===== src/rtl/controlador_estados.sv =====
// Pet behaviour state machine: synchronises the user buttons, picks the pet's
// activity and drives the estado bus consumed by the attribute controller.
module controlador_estados #(
  parameter int unsigned MAX_ATRIB   = 100,
  parameter int unsigned ACT_TIMEOUT = 67108864
) (
  input  logic       clk,
  input  logic       rst_n,
  input  logic       btn_start,
  input  logic       btn_dormir,
  input  logic       btn_comer,
  input  logic       btn_aula,
  input  logic [7:0] fome,
  input  logic [7:0] felicidade,
  input  logic [7:0] sono,
  output logic [4:0] estado,
  output logic       morto
);

  typedef enum logic [4:0] {
    INTRO      = 5'b00000,
    IDLE       = 5'b00001,
    DORMINDO   = 5'b00010,
    COMENDO    = 5'b00100,
    DANDO_AULA = 5'b01000,
    MORTO      = 5'b10000
  } state_t;

  localparam logic [7:0]  MAX_V        = 8'(MAX_ATRIB);
  localparam logic [31:0] TIMEOUT_LAST = 32'(ACT_TIMEOUT - 1);

  // Button bit order: 0 start, 1 dormir, 2 comer, 3 aula
  logic [3:0] btn_raw;
  logic [3:0] sync1_q, sync2_q, prev_q;
  logic [3:0] rise;

  state_t      state_q, state_d;
  logic [31:0] cnt_q, cnt_d;
  logic        morto_q;

  logic        zero_any;
  logic        own_rise;
  logic        own_max;

  assign btn_raw  = {btn_aula, btn_comer, btn_dormir, btn_start};
  assign rise     = sync2_q & ~prev_q;
  assign zero_any = (fome == 8'd0) | (felicidade == 8'd0) | (sono == 8'd0);

  function automatic logic is_act(input state_t s);
    return (s == DORMINDO) || (s == COMENDO) || (s == DANDO_AULA);
  endfunction

  always_ff @(posedge clk or negedge rst_n) begin
    if (!rst_n) begin
      sync1_q <= '0;
      sync2_q <= '0;
      prev_q  <= '0;
      state_q <= INTRO;
      cnt_q   <= '0;
      morto_q <= 1'b0;
    end else begin
      sync1_q <= btn_raw;
      sync2_q <= sync1_q;
      prev_q  <= sync2_q;
      state_q <= state_d;
      cnt_q   <= cnt_d;
      morto_q <= (state_d == MORTO);
    end
  end

  always_comb begin
    own_rise = 1'b0;
    own_max  = 1'b0;
    case (state_q)
      DORMINDO:   begin own_rise = rise[1]; own_max = (sono == MAX_V);       end
      COMENDO:    begin own_rise = rise[2]; own_max = (fome == MAX_V);       end
      DANDO_AULA: begin own_rise = rise[3]; own_max = (felicidade == MAX_V); end
      default:    begin own_rise = 1'b0;    own_max = 1'b0;                  end
    endcase
  end

  always_comb begin
    state_d = state_q;
    case (state_q)
      INTRO: if (rise[0]) state_d = IDLE;
      MORTO: if (rise[0]) state_d = INTRO;
      IDLE: begin
        if (zero_any)     state_d = MORTO;
        else if (rise[1]) state_d = DORMINDO;
        else if (rise[2]) state_d = COMENDO;
        else if (rise[3]) state_d = DANDO_AULA;
      end
      DORMINDO, COMENDO, DANDO_AULA: begin
        // Own button is tested before the switch chain, so it never matches there
        if (zero_any)                   state_d = MORTO;
        else if (own_rise)              state_d = IDLE;
        else if (rise[1])               state_d = DORMINDO;
        else if (rise[2])               state_d = COMENDO;
        else if (rise[3])               state_d = DANDO_AULA;
        else if (own_max)               state_d = IDLE;
        else if (cnt_q == TIMEOUT_LAST) state_d = IDLE;
      end
      default: state_d = INTRO;
    endcase
  end

  // Entering (or switching) activity restarts at 0; staying counts up
  always_comb begin
    cnt_d = '0;
    if (is_act(state_d) && (state_d == state_q)) cnt_d = cnt_q + 32'd1;
  end

  assign estado = state_q;
  assign morto  = morto_q;

endmodule


===== config.mk =====
export PLATFORM = sky130hd
export DESIGN_NAME = controlador_estados
export DESIGN_NICKNAME = d
export VERILOG_FILES = /design/src/rtl/controlador_estados.sv
export SDC_FILE = /design/constraint.sdc
export NUM_CORES = 1
export LEC_CHECK = 0
export ABC_CLOCK_PERIOD_IN_PS = 3700
export CAP_MARGIN = 20
export CORE_MARGIN = 2
export CORE_UTILIZATION = 25
export DETAILED_ROUTE_END_ITERATION = 8
export SYNTH_ARGS = -nofsm -noshare
export SYNTH_HDL_FRONTEND = slang
export SYNTH_SLANG_ARGS = --single-unit
export TNS_END_PERCENT = 20

===== constraint.sdc =====
create_clock -name clk -period 3.7 [get_ports clk]
set_input_delay 1.11 -clock clk [delete_from_list [all_inputs] [get_ports clk]]
set_output_delay 1.11 -clock clk [all_outputs]
set_load 0.01 [all_outputs]

==> flow_summary_export.csv <==
group,metric,value,unit
timing,max_slew_margin,48.1,%
floorplan,fp.dieW,111,µm
timing,setup_viol,0,
synth,ys_ff_latch,50,
drt,via_per_inst,4.85,
synth,avgSynthCellArea,10.7,µm²
floorplan,die_h,111,µm
floorplan,coreArea,11300,µm²
final_layout,n_fill_cell,1153,
cts,cts_resized,0,
cts,cts_buffers,5,
drt,wl_per_cell,13.5,µm
cts,cts_hold_buf,0,
place,portBuffers,35,
worst_setup_path,critPathMaxFanout,32,
global_route,grt_pass1_wl,10.3,mm
place,gp_congestion,0.832,
drt,first_iter_violations,104,
drt,drt_wl_total,6.02,mm
timing,period_share,83.3,%
synth,syn_nets,300,
synth,ys.flop_type,"dfrtp_1",
floorplan,io_pins,36,
cts,clk_pin_slew_worst_paths,0.06,ns
power_and_ir_drop,ir_drop,0.000191,V
floorplan,initial_core_util,25.3,%
synth,synthArstFlopShare,100,%
worst_setup_path,r2r-start,"estado[1]$_DFF_PN0_",
global_route,grt_max_degree,33,
floorplan,row_count,39,
status,outcome,"complete, no violations",
cts,cts_tree,"yes",
final_layout,regArea,1250,µm²
worst_setup_path,end_kind,"flop",
place,dp_cells,439,
final_layout,area.growth.synth_to_final,21.3,%
synth,synth.yosys.warnings,0,
worst_hold_path,min_from,"sync1_q[1]$_DFF_PN0_",
timing,finalHoldViolations,0,
worst_hold_path,hp-class,"flop to flop",
timing,finalSetupTns,0,ns
timing,final.min_clock_period,3.08,ns
floorplan,dieArea,12300,µm²
final_layout,fin_cells,447,
drt,vias,2170,
timing,fmax,0.325,GHz
final_layout,layout_commonest_cell,"dfrtp_1",
worst_setup_path,crit_path_start_kind,"primary input",
final_layout,antenna_cells,0,
cts,post_cts_buffers,0,
synth,yosysSeqAreaShare,43.6,%
synth,synth-edff-count,0,
cts,ctsHtreeMaxLevel,2,
cts,clk_latency,0.29,ns
global_route,antenna_found_initial,0,
drt,drc,0,
worst_setup_path,cp.arrival,3.23,ns
drt,drtPass1Iterations,4,
final_layout,multi_input_area,1510,µm²
cts,root_buffer,"clkbuf_16",
flow_run,maxCapViolCount,0,
final_layout,final_nets,334,
synth,syn_inst,269,
drt,ant_nets,0,
cts,clock-sinks,50,
timing,drv_slew,0,
power_and_ir_drop,power_density,389,nW/µm²
global_route,grt-ovfl-total,0,
global_route,track_usage,9.94,%
global_route,first_global_vias,2190,
timing,fin_skew,0.00676,ns
timing,tightest_slew,0.772,ns
final_layout,mostFrequentLayoutCells,"dfrtp_1 (50), clkdlybuf4s50_1 (34), nor3_2 (30)",
worst_setup_path,crit_start,"sono[3]",
synth,synth_area,2870,µm²
worst_setup_path,required,3.84,ns
timing,rsz0062_at_grt,"false",
place,hpwl,4.21,mm
final_layout,drive_above_1_share,16.4,%
synth,ys_types,49,
cts,cts_max_path_buffers,2,
worst_setup_path,criticalPathCategory,"primary input to flop",
power_and_ir_drop,p_leak,1.25,nW
final cells by class:
class / instances / area share, %
Timing Repair Buffer: 38 / 10.9
Sequential cell: 50 / 36.0
Tap cell: 143 / 5.14
Clock buffer: 7 / 4.10
Clock inverter: 1 / 0.144
Inverter: 3 / 0.324
Multi-Input combinational cell: 205 / 43.4
flip-flops by register name (all words and copies together) (netlist names):
signal / flops
prev_q: 4
morto: 1
cnt_q: 32
estado: 5
sync2_q: 4
sync1_q: 4
cells by family after synthesis:
family                   after synthesis  share of synthesized area, %
XOR/XNOR                              32                          9.77
AO/OA/AOI/OAI                         24                          6.76
AND/OR/NAND/NOR                      148                          35.6
buffers and inverters                 14                          3.75
adder cells (fa/ha/maj)                1                         0.436
flip-flops                            50                          43.6
synth_stat cells, types with 2 or more instances:
master | count | area share, %
and4b_1 | 3 | 1.0
or4_1 | 3 | 0.79
xnor2_1 | 12 | 3.7
o21ai_0 | 3 | 0.52
nand2_1 | 15 | 2.0
nor3_1 | 19 | 3.3
nand4_1 | 14 | 3.1
nor3b_1 | 2 | 0.52
clkbuf_1 | 2 | 0.26
or3_1 | 2 | 0.44
buf_2 | 2 | 0.35
nand4_2 | 2 | 0.87
nand2b_1 | 3 | 0.65
a21oi_1 | 3 | 0.52
inv_1 | 3 | 0.39
o211ai_1 | 3 | 0.79
nor3_2 | 30 | 10
nor2_1 | 12 | 1.6
dfrtp_1 | 50 | 44
and4_1 | 2 | 0.61
nand3_1 | 15 | 2.6
xor2_1 | 20 | 6.1
and2_1 | 2 | 0.44
a311oi_1 | 3 | 0.92
buf_6 | 7 | 2.7
nand4b_1 | 2 | 0.61
nor4_1 | 3 | 0.65
and3_1 | 5 | 1.1
nor4_2 | 2 | 0.87
o41ai_1 | 2 | 0.61
nor2b_1 | 5 | 1.1
critical path: stages:
cell and delay, ns:
clkdlybuf4s50_1 0.42, nor4b_1 0.47, a41oi_1 0.17, a211oi_1 0.45, and2_1 0.25, buf_12 0.24
nor3b_1 0.08
power breakdown:
group	switching, mW	total [mW]	internal [mW]
Combinational	0.154	0.291	0.137
Sequential	0.0377	0.603	0.565
Clock	0.189	0.457	0.268
Total	0.381	1.35	0.970
metal layers:
layer	part of all wire [%]	up-vias	GRT usage, %
met1	46	1048	12.0
li1	-	1064	-
met2	48	52	17.1
met4	1.5	0	3.79
met3	4.6	6	2.52
met5	0	-	0
worst paths after layout:
path	slack, ns	depth (start not counted)	to
setup / recovery	0.62	7	cnt_q[1]$_DFF_PN0_
setup reg to reg	1.13	5	cnt_q[1]$_DFF_PN0_
hold / removal	0.34	0	sync2_q[1]$_DFF_PN0_
hold reg to reg	0.34	0	sync2_q[1]$_DFF_PN0_
min in group asynchronous	0.81	1	cnt_q[4]$_DFF_PN0_
max in group asynchronous	2.26	2	cnt_q[26]$_DFF_PN0_
per-stage QoR:
step	hold slack [ns]	power [mW]	util [%]	setup slack (ns)	instance area [µm²]
after floorplan	0.331	0.801	-	1.16	2870
after global placement	0.333	0.905	29.4	0.386	3330
after detailed placement	0.335	0.905	29.4	0.316	3330
after CTS	0.345	1.37	30.7	0.613	3480
after global routing	0.354	1.42	30.7	0.431	3480
final	0.341	1.35	30.7	0.619	3480
(Power assumes the default switching activity.)
